`src/rtl/led_counter_ctrl_pkg.sv`:
```
// led_ctrl_pkg: shared state/speed types and constants for the LED counter controller
package led_ctrl_pkg;
    typedef enum logic [1:0] {
        IDLE  = 2'b00,
        RUN   = 2'b01,
        PAUSE = 2'b10
    } ctrl_state_t;
    typedef logic [1:0] speed_t;
    localparam int NUM_SPEEDS = 4;
endpackage

```
`src/rtl/led_counter_ctrl_if.sv`:
```
// led_counter_ctrl_if: raw key input and counter-control outputs of led_counter_ctrl
interface led_counter_ctrl_if;
    import led_ctrl_pkg::*;
    logic        btn_n;
    logic        cnt_tick;
    logic        cnt_clr;
    logic        running;
    speed_t      speed;
    ctrl_state_t state;
    modport master (output btn_n, input cnt_tick, cnt_clr, running, speed, state);
    modport slave  (input btn_n, output cnt_tick, cnt_clr, running, speed, state);
endinterface

```
`src/rtl/led_counter_ctrl_debounce.sv`:
```
// key_debounce: two-flop synchronizer plus stability counter for a bouncy active-low board key
module key_debounce #(
    parameter int DEBOUNCE_CYCLES = 500_000
) (
    input  logic clk,
    input  logic rst_n,
    input  logic i_raw,
    output logic o_db
);
    localparam int CW = $clog2(DEBOUNCE_CYCLES + 1);
    logic [1:0]    r_sync;
    logic [CW-1:0] r_cnt;
    logic          r_db;
    // bring the asynchronous key into the clock domain; idle level is released (1)
    always_ff @(posedge clk or negedge rst_n) begin
        if (!rst_n) r_sync <= 2'b11;
        else r_sync <= {r_sync[0], i_raw};
    end
    // accept a new level only after DEBOUNCE_CYCLES consecutive samples disagree with the current one
    always_ff @(posedge clk or negedge rst_n) begin
        if (!rst_n) begin
            r_cnt <= '0;
            r_db  <= 1'b1;
        end else if (r_sync[1] == r_db) begin
            r_cnt <= '0;
        end else if (r_cnt == CW'(DEBOUNCE_CYCLES - 1)) begin
            r_cnt <= '0;
            r_db  <= r_sync[1];
        end else begin
            r_cnt <= r_cnt + CW'(1);
        end
    end
    assign o_db = r_db;
endmodule

```
`src/rtl/led_counter_ctrl.sv`:
```
// led_counter_ctrl: run/pause/speed controller producing tick and clear strobes for the LED counter
module led_counter_ctrl
    import led_ctrl_pkg::*;
#(
    parameter int EXT_CLOCK_FREQ    = 50_000_000,
    parameter int BASE_PERIOD       = EXT_CLOCK_FREQ / 5,
    parameter int DEBOUNCE_CYCLES   = EXT_CLOCK_FREQ / 100,
    parameter int LONG_PRESS_CYCLES = EXT_CLOCK_FREQ
) (
    input logic               EXTCLK,
    input logic               rst_n,
    led_counter_ctrl_if.slave bus
);
    localparam int DW = $clog2(BASE_PERIOD);
    localparam int HW = $clog2(LONG_PRESS_CYCLES + 1);
    if (BASE_PERIOD < 8 || BASE_PERIOD % 8 != 0) begin : g_bad_period
        $error("BASE_PERIOD must be at least 8 and a multiple of 8");
    end
    if (LONG_PRESS_CYCLES <= DEBOUNCE_CYCLES) begin : g_bad_long
        $error("LONG_PRESS_CYCLES must exceed DEBOUNCE_CYCLES");
    end
    logic          w_db;
    logic          w_long;
    logic          w_short;
    logic          w_last;
    logic [DW:0]   w_period;
    logic [HW-1:0] r_hold;
    logic [DW-1:0] r_div;
    ctrl_state_t   r_state;
    speed_t        r_speed;
    logic          r_tick;
    logic          r_clr;
    logic          r_running;
    key_debounce #(.DEBOUNCE_CYCLES(DEBOUNCE_CYCLES)) u_key (
        .clk   (EXTCLK),
        .rst_n (rst_n),
        .i_raw (bus.btn_n),
        .o_db  (w_db)
    );
    assign w_period = (DW+1)'(BASE_PERIOD) >> r_speed;
    assign w_last   = {1'b0, r_div} == w_period - (DW+1)'(1);
    // long fires once as the hold count crosses the threshold; short needs a release before that
    assign w_long   = !w_db && r_hold == HW'(LONG_PRESS_CYCLES - 1);
    assign w_short  = w_db && r_hold != '0 && r_hold != HW'(LONG_PRESS_CYCLES);
    // measure how long the debounced key has been held, saturating at the long-press threshold
    always_ff @(posedge EXTCLK or negedge rst_n) begin
        if (!rst_n) r_hold <= '0;
        else if (w_db) r_hold <= '0;
        else if (r_hold != HW'(LONG_PRESS_CYCLES)) r_hold <= r_hold + HW'(1);
    end
    // mode FSM, speed select and rate divider; a long press overrides a tick due on the same cycle
    always_ff @(posedge EXTCLK or negedge rst_n) begin
        if (!rst_n) begin
            r_state   <= IDLE;
            r_speed   <= '0;
            r_div     <= '0;
            r_tick    <= 1'b0;
            r_clr     <= 1'b0;
            r_running <= 1'b0;
        end else if (w_long) begin
            r_state   <= IDLE;
            r_speed   <= speed_t'((int'(r_speed) + 1) % NUM_SPEEDS);
            r_div     <= '0;
            r_tick    <= 1'b0;
            r_clr     <= 1'b1;
            r_running <= 1'b0;
        end else begin
            r_clr  <= 1'b0;
            r_tick <= r_state == RUN && w_last;
            if (r_state == RUN) r_div <= w_last ? '0 : r_div + DW'(1);
            else if (r_state == IDLE) r_div <= '0;
            if (w_short) begin
                r_state   <= r_state == RUN ? PAUSE : RUN;
                r_running <= r_state != RUN;
            end
        end
    end
    assign bus.cnt_tick = r_tick;
    assign bus.cnt_clr  = r_clr;
    assign bus.running  = r_running;
    assign bus.speed    = r_speed;
    assign bus.state    = r_state;
endmodule

```
`src/flat_wrapper.sv`:
```
// flat-port wrapper written by rule: the top's interface ports become plain ports
module led_counter_ctrl_flat import led_ctrl_pkg::*;
#(
    parameter int EXT_CLOCK_FREQ    = 50_000_000,
    parameter int BASE_PERIOD       = EXT_CLOCK_FREQ / 5,
    parameter int DEBOUNCE_CYCLES   = EXT_CLOCK_FREQ / 100,
    parameter int LONG_PRESS_CYCLES = EXT_CLOCK_FREQ
)
  (EXTCLK, rst_n, bus_btn_n, bus_cnt_tick, bus_cnt_clr, bus_running, bus_speed, bus_state);
  led_counter_ctrl_if bus_i ();
  input logic EXTCLK;
  input logic rst_n;
  input wire logic [$bits(bus_i.btn_n)-1:0] bus_btn_n;
  output wire logic [$bits(bus_i.cnt_tick)-1:0] bus_cnt_tick;
  output wire logic [$bits(bus_i.cnt_clr)-1:0] bus_cnt_clr;
  output wire logic [$bits(bus_i.running)-1:0] bus_running;
  output wire logic [$bits(bus_i.speed)-1:0] bus_speed;
  output wire logic [$bits(bus_i.state)-1:0] bus_state;
  assign bus_i.btn_n = bus_btn_n;
  assign bus_cnt_tick = bus_i.cnt_tick;
  assign bus_cnt_clr = bus_i.cnt_clr;
  assign bus_running = bus_i.running;
  assign bus_speed = bus_i.speed;
  assign bus_state = bus_i.state;
  led_counter_ctrl #(.EXT_CLOCK_FREQ(EXT_CLOCK_FREQ), .BASE_PERIOD(BASE_PERIOD), .DEBOUNCE_CYCLES(DEBOUNCE_CYCLES), .LONG_PRESS_CYCLES(LONG_PRESS_CYCLES)) u_core (.EXTCLK(EXTCLK), .rst_n(rst_n), .bus(bus_i));
endmodule
```
`config.mk`:
```
export PLATFORM = sky130hd
export DESIGN_NAME = led_counter_ctrl_flat
export DESIGN_NICKNAME = d
export VERILOG_FILES = /design/src/rtl/led_counter_ctrl_pkg.sv /design/src/rtl/led_counter_ctrl_if.sv /design/src/rtl/led_counter_ctrl_debounce.sv /design/src/rtl/led_counter_ctrl.sv /design/src/flat_wrapper.sv
export SDC_FILE = /design/constraint.sdc
export NUM_CORES = 1
export LEC_CHECK = 0
export CORE_UTILIZATION = 55
export CTS_CLUSTER_SIZE = 40
export DETAILED_ROUTE_END_ITERATION = 6
export GPL_TIMING_DRIVEN = 0
export PLACE_DENSITY = 0.73
export SLEW_MARGIN = 20
export SYNTH_ARGS = -nofsm -noshare
export SYNTH_HDL_FRONTEND = slang
export SYNTH_SLANG_ARGS = --single-unit
```
`constraint.sdc`:
```
create_clock -name EXTCLK -period 6.44 [get_ports EXTCLK]
set_input_delay 0.644 -clock EXTCLK [delete_from_list [all_inputs] [get_ports EXTCLK]]
set_output_delay 0.644 -clock EXTCLK [all_outputs]
set_load 0.02 [all_outputs]
```
; ---- After elaboration in Yosys (flattened, before gate mapping)
; Index checks and enable logic that the tools add are counted.
[totals]
ram_bits = 0
mem_count = 0
input_bits = 3
regBits = 79
word_cells = 50
latch_bits = 0
output_inout_bits = 7
rom_bits = 0
[classes]
n_mul = 0
bitwise = 1
shifts = 1
reduce_logical = 11
n_eq_ne = 7
div = 0
add_sub_neg = 5
n_lt_le_gt_ge = 0
muxes = 15
[ops]
columns = cell, count
row1 = two-way mux 24 bit, 4
row2 = two-way mux 26 bit, 2
row3 = two-way mux 19 bit, 2
row4 = "adder 26 x 1 -> 26 bit, second input constant", 1
row5 = "== test 26 bit, second input constant", 1
row6 = "!= test 26 bit, second input constant", 1
row7 = nonzero test 26 bit, 1
row8 = == test 24 x 25 -> 1 bit, 1
row9 = ">> shifter 24 x 2 -> 25 bit, first input constant", 1
row10 = "subtractor 25 x 1 -> 25 bit, second input constant", 1
row11 = "adder 24 x 1 -> 24 bit, second input constant", 1
row12 = "adder 19 x 1 -> 19 bit, second input constant", 1
row13 = "== test 19 bit, second input constant", 1
row14 = two-way mux 2 bit, 3
row15 = logical AND 1 bit, 4
row16 = two-way mux 1 bit, 4
row17 = nonzero test 2 bit, 2
row18 = nonzero test 3 bit, 1
row19 = "adder 2 x 1 -> 2 bit, second input constant", 1
row20 = "== test 2 x 1 -> 1 bit, second input constant", 1
row21 = zero test 2 bit, 1
row22 = "!= test 2 x 1 -> 1 bit, second input constant", 1
row23 = AND reduction 2 bit, 1
row24 = == test 1 bit, 1
row25 = other kinds (2), 2

; ---- Longest topological paths before layout
[depth]
word_depth = 6
ltp_mapped = 11
ltp_nobuf = 10

; ---- Cells and area by module
; A second synthesis with hierarchy kept.
[hier_totals]
hier_cells = 451
area_unflattened_um2 = 4337.9
[by_module_without_submodules]
columns = module, cells_each, n_inst, seq_area_each_um2, area_each_um2
row1 = led_counter_ctrl, 346, 1, 1401.3, 3254.4
row2 = key_debounce, 105, 1, 554.3, 1083.5

; ---- Worst setup path before layout
; Ideal clock, no wire load.
[synth_timing]
path_kind = register to register
from = register u_core.r_speed[0] (netlist: u_core.bus.speed[0])
to = register u_core.r_div[17]
required_time_ns = 6.316
period_less_slack_ns = 2.823
setup_ns = 0.124
path_buffers = 0
t_arrival_ns = 2.699
path_stages_with_launch = 11
slack_ns = 3.617
path_cell_list = dfrtp_1 -> inv_1 -> ha_1 -> inv_1 -> ha_1 -> xor2_1 -> nand4_1 -> or4_4 -> nor4b_4 -> and4b_1 -> a211o_1
[synth_between]
elab_chain_cells = 6
[synth_lines]
columns = item, line_no
row1 = start: declaration, led_counter_ctrl.sv:30  ; speed_t r_speed;
row2 = start signal: assignment, led_counter_ctrl.sv:62  ; r_speed <= speed_t'((int'(r_speed) + 1) % NUM_SPEEDS);
row3 = >> shifter 24 x 2 -> 25 bit, led_counter_ctrl.sv:40  ; assign w_period = (DW+1)'(BASE_PERIOD) >> r_speed;
row4 = subtractor 25 x 1 -> 25 bit, led_counter_ctrl.sv:41  ; assign w_last = {1'b0, r_div} == w_period - (DW+1)'(1);
row5 = == test 24 x 25 -> 1 bit, led_counter_ctrl.sv:41
row6 = two-way mux 24 bit (2 in series), led_counter_ctrl.sv:70  ; if (r_state == RUN) r_div <= w_last ? '0 : r_div + DW'(1);
row7 = two-way mux 24 bit, led_counter_ctrl.sv:60  ; end else if (w_long) begin
row8 = end signal: assignment, led_counter_ctrl.sv:70
row9 = end: declaration, led_counter_ctrl.sv:28  ; logic [DW-1:0] r_div;
; Every way passes these cells.
; A chain may end at the register's enable or synchronous reset.

; ---- Worst setup path after layout
[layout_timing]
from = register u_core.r_speed[0] (netlist: u_core.bus.speed[0])
to = register u_core.r_div[10]
; Same word-level chain as after synthesis.

==> impl_metrics.env <==
export IMPL_parity_gate_share_of_the_synthesized_area_counting_xor_and_xnor_cells_pct=10.2
export IMPL_drive_above_1_share_pct=6.11
export IMPL_synth_top_family_by_area="simple AND/OR/NAND/NOR gates"
export IMPL_setup_violations=0
export IMPL_peakVddDrop_mv=0.139
export IMPL_clk_transition_reported_paths_ps=90
export IMPL_place_gp_congestion=0.909
export IMPL_multi_input_area_mm2=0.00231
export IMPL_critPathLaunchType="flip-flop"
export IMPL_post_synth_mux_area_share_pct=1.17
export IMPL_clkPwrFrac_pct=42.2
export IMPL_totalWireLength_mm=9.46
export IMPL_synth_top_cells_by_area="dfrtp_1 43%, xor2_1 6.2%, nor2_1 6.0%"
export IMPL_worst_setup_path_end_kind="flip-flop"
export IMPL_grt_setup_unrepaired="false"
export IMPL_worstHoldPathType="input pin to async pin"
export IMPL_antenna_cells=0
export IMPL_tritoncts_clock_tree="built"
export IMPL_final_slew_violations=0
export IMPL_netlist_cell_type_count=51
export IMPL_p_seq_share_pct=55.8
export IMPL_netSwitchingFraction_pct=22.6
export IMPL_yosys_area_share_adder_pct=3.72
export IMPL_grt_max_degree=42
export IMPL_compound_cell_area_share_of_the_yosys_netlist_pct=8.54
export IMPL_max_cap_violations=0
export IMPL_grt_antenna_before_repair=0
export IMPL_avgRoutedWirePerCell_um=16.0
export IMPL_leakage_nw=2.17
export IMPL_clock_sink_count=78
export IMPL_detail_route_drc_violations=0
export IMPL_syn_nets=481
export IMPL_track_usage_pct=25.0
export IMPL_final_design_instance_area_without_fill_mm2=0.00480
export IMPL_final_fill_count=658
export IMPL_final_hold_worst_slack_ps=234
export IMPL_cts_root_to_sink_buffers=2
export IMPL_relSlewSlack_pct=31.9
export IMPL_post_cts_resized_instances=0
export IMPL_intPower_w=0.000685
export IMPL_switching_power_w=0.000200
export IMPL_ant_nets=0
export IMPL_critical_path_required_ps=6690
export IMPL_drt_iter0_markers=191
export IMPL_placedCellCount=577
export IMPL_syn_cell_area_mm2=0.00437
export IMPL_final_period_utilization_pct=48.7
export IMPL_highest_clock_frequency_the_design_can_meet_ghz=0.319
export IMPL_timing_setup_tns_ps=0
export IMPL_finish_utilization_pct=62.4
export IMPL_dp_hpwl_mm=6.61
export IMPL_design_final_nets=502
export IMPL_fp_row_count=32
export IMPL_grt_pass1_vias=3509
export IMPL_ys_dominant_reg_cell="dfrtp_1"
export IMPL_worstPathArrival_ps=3390
export IMPL_first_pass_grt_wire_length_mm=16.2
export IMPL_hold_viol=0
export IMPL_simple_gate_share_of_the_synthesized_area_pct=29.2
export IMPL_die_area_mm2=0.00830
export IMPL_synthesis_instances=465
export IMPL_globalRouteOverflowTotal=0
export IMPL_post_dp_cell_area_mm2=0.00460
export IMPL_ys_async_sr_fraction_pct=100
export IMPL_yosysSeqAreaShare_pct=44.8
export IMPL_critical_path_peak_fanout=8
export IMPL_syn_to_final_growth_pct=9.80
export IMPL_core_area_mm2=0.00769
export IMPL_cts_inserted_buffers=9
export IMPL_hold_buffers=0
export IMPL_comb_power_share_pct=2.0
export IMPL_regArea_mm2=0.00196
export IMPL_drt_via_density=5.97
export IMPL_ctsRootBufferMaster="clkbuf_8"
export IMPL_setup_bufs_post_cts=0
export IMPL_syn_avg_cell_area_um2=9.39
export IMPL_worst_pin_slew_ps=1010
export IMPL_clock_insertion_delay_worst_skew_ps=370
export IMPL_netlist_top_cell_by_area="dfrtp_1"
export IMPL_final_instance_count_excl_fill=593
export IMPL_start_util_pct=56.8
export IMPL_fin_worst_skew_ps=15.2
export IMPL_synthDominantCellAreaShare_pct=43.0
export IMPL_die_height_um=91.1
export IMPL_synth_ff_latch_count=78
export IMPL_num_vias=3540
export IMPL_path_class="flip-flop to flip-flop"
export IMPL_synth_edf_count=0
export IMPL_pwr_density_cell_mw_per_mm2=185
export IMPL_yosysWarnings=0
export IMPL_top_level_ports=10
export IMPL_run_status="complete, no violations"
export IMPL_min_period_ps=3140
export IMPL_drt_pass_1_iters=4
export IMPL_placement_io_buffers=9
export IMPL_cts_h_tree_depth=3
export IMPL_die_width_um=91.1
-- cell usage in the layout (no fill, tap or decap), drive strengths merged, types with 3 or more instances in the layout --
| cell | instances |
|---|---|
| inv | 9 |
| and4 | 4 |
| dfstp | 3 |
| nor3 | 20 |
| nand3 | 38 |
| nor4b | 4 |
| and3 | 16 |
| or3 | 5 |
| nor2 | 70 |
| nor2b | 3 |
| clkdlybuf4s50 | 8 |
| nor4 | 11 |
| buf | 5 |
| nand4 | 16 |
| nand2 | 34 |
| xor2 | 31 |
| mux2i | 4 |
| o211ai | 4 |
| a211o | 9 |
| a21o | 3 |
| nand2b | 6 |
| o21ai | 12 |
| o31ai | 6 |
| and2 | 4 |
| dfrtp | 75 |
| clkbuf | 23 |
| xnor2 | 20 |
| a22o | 4 |
| ha | 13 |
| a21oi | 4 |
-- registers in the layout, summed over array words and instances (netlist names) --
register,cells
u_core.u_key.o_db,1
u_core.bus.speed,2
u_core.u_key.r_sync,2
u_core.bus.state,2
u_core.r_hold,26
u_core.u_key.r_cnt,19
u_core.r_div,24
u_core.bus.cnt_clr,1
u_core.bus.cnt_tick,1
-- layer usage --
layer / global-route usage [%] / part of all wire, %
met5: 0 / 0
met4: 11.4 / 2.7
met3: 5.36 / 4.2
met2: 40.5 / 48
met1: 32.3 / 45
-- cell usage after synthesis (all sizes together) (3+ instances only) --
master and number:
nand2 34, ha 13, nand2b 6, mux2i 4, nor2b 3, and4 4
buf 3, o211ai 4, xnor2 20, nor3 20, a22o 4, o31ai 6
and2 4, dfstp 3, a21oi 4, nand3 38, clkbuf 11, nand4 16
a211o 9, or3 5, nor4 11, o21ai 12, a21o 3, and3 16
dfrtp 75, xor2 31, nor2 70, inv 9, nor4b 4
-- cells by family (layout without fill, tap and decap cells) --
group / count (synthesis) / after routing
AO/OA/AOI/OAI: 51 / 51
XOR/XNOR: 51 / 51
adder cells (fa/ha/maj): 13 / 13
buffers and inverters: 23 / 49
flip-flops: 78 / 78
multiplexers: 5 / 5
AND/OR/NAND/NOR: 244 / 244
-- per-stage QoR --
stage,setup slack (ps),total power [W]
floorplan,3620,0.000508
global placement,1970,0.000520
detailed placement,3370,0.000522
CTS,3340,0.000894
global route,3150,0.000916
finish,3300,0.000886
-- cell type report --
class	instances	share of cell area, %
inverters	9	0.704
well taps	102	2.66
plain buffers	14	1.49
repair buffers	10	2.24
multi-input cells	364	48.1
clock inverters	4	0.991
clock buffers	12	3.03
flip-flops and latches	78	40.8
-- critical path, cell delays in order, from the launching register on --
cell	delay (ps)
dfrtp_1	490
inv_1	180
ha_1	230
inv_1	60
ha_1	300
xor2_1	210
nand4_1	100
or4_4	440
nor4b_4	410
nor2_1	220
a221o_1	360
-- power groups by stage --
stage | registers, W | logic, W | clock network, W
6_report | 0.000494 | 0.0000176 | 0.000374
4_1_cts | 0.000494 | 0.0000184 | 0.000382
3_5_place_dp | 0.000504 | 0.0000184 | 0
2_1_floorplan | 0.000503 | 0.00000468 | 0
5_1_grt | 0.000494 | 0.0000208 | 0.000401
3_3_place_gp | 0.000504 | 0.0000166 | 0
-- final timing paths --
kind	from	end	slack (ps)	cells after the start
worst max-delay path	u_core.bus.speed[0]$_DFFE_PN0P_	u_core.r_div[10]$_DFFE_PN0P_	3300	10
worst min register to register	u_core.u_key.r_sync[0]$_DFF_PN1_	u_core.u_key.r_sync[1]$_DFF_PN1_	360	0
min in group EXTCLK	u_core.u_key.r_sync[0]$_DFF_PN1_	u_core.u_key.r_sync[1]$_DFF_PN1_	360	0
worst min-delay path	rst_n	u_core.r_div[11]$_DFFE_PN0P_	230	1
worst max register to register	u_core.bus.speed[0]$_DFFE_PN0P_	u_core.r_div[10]$_DFFE_PN0P_	3300	10
max in group asynchronous	rst_n	u_core.u_key.o_db$_DFFE_PN1P_	5540	2
Note: power is estimated with default switching activity, not from simulation.
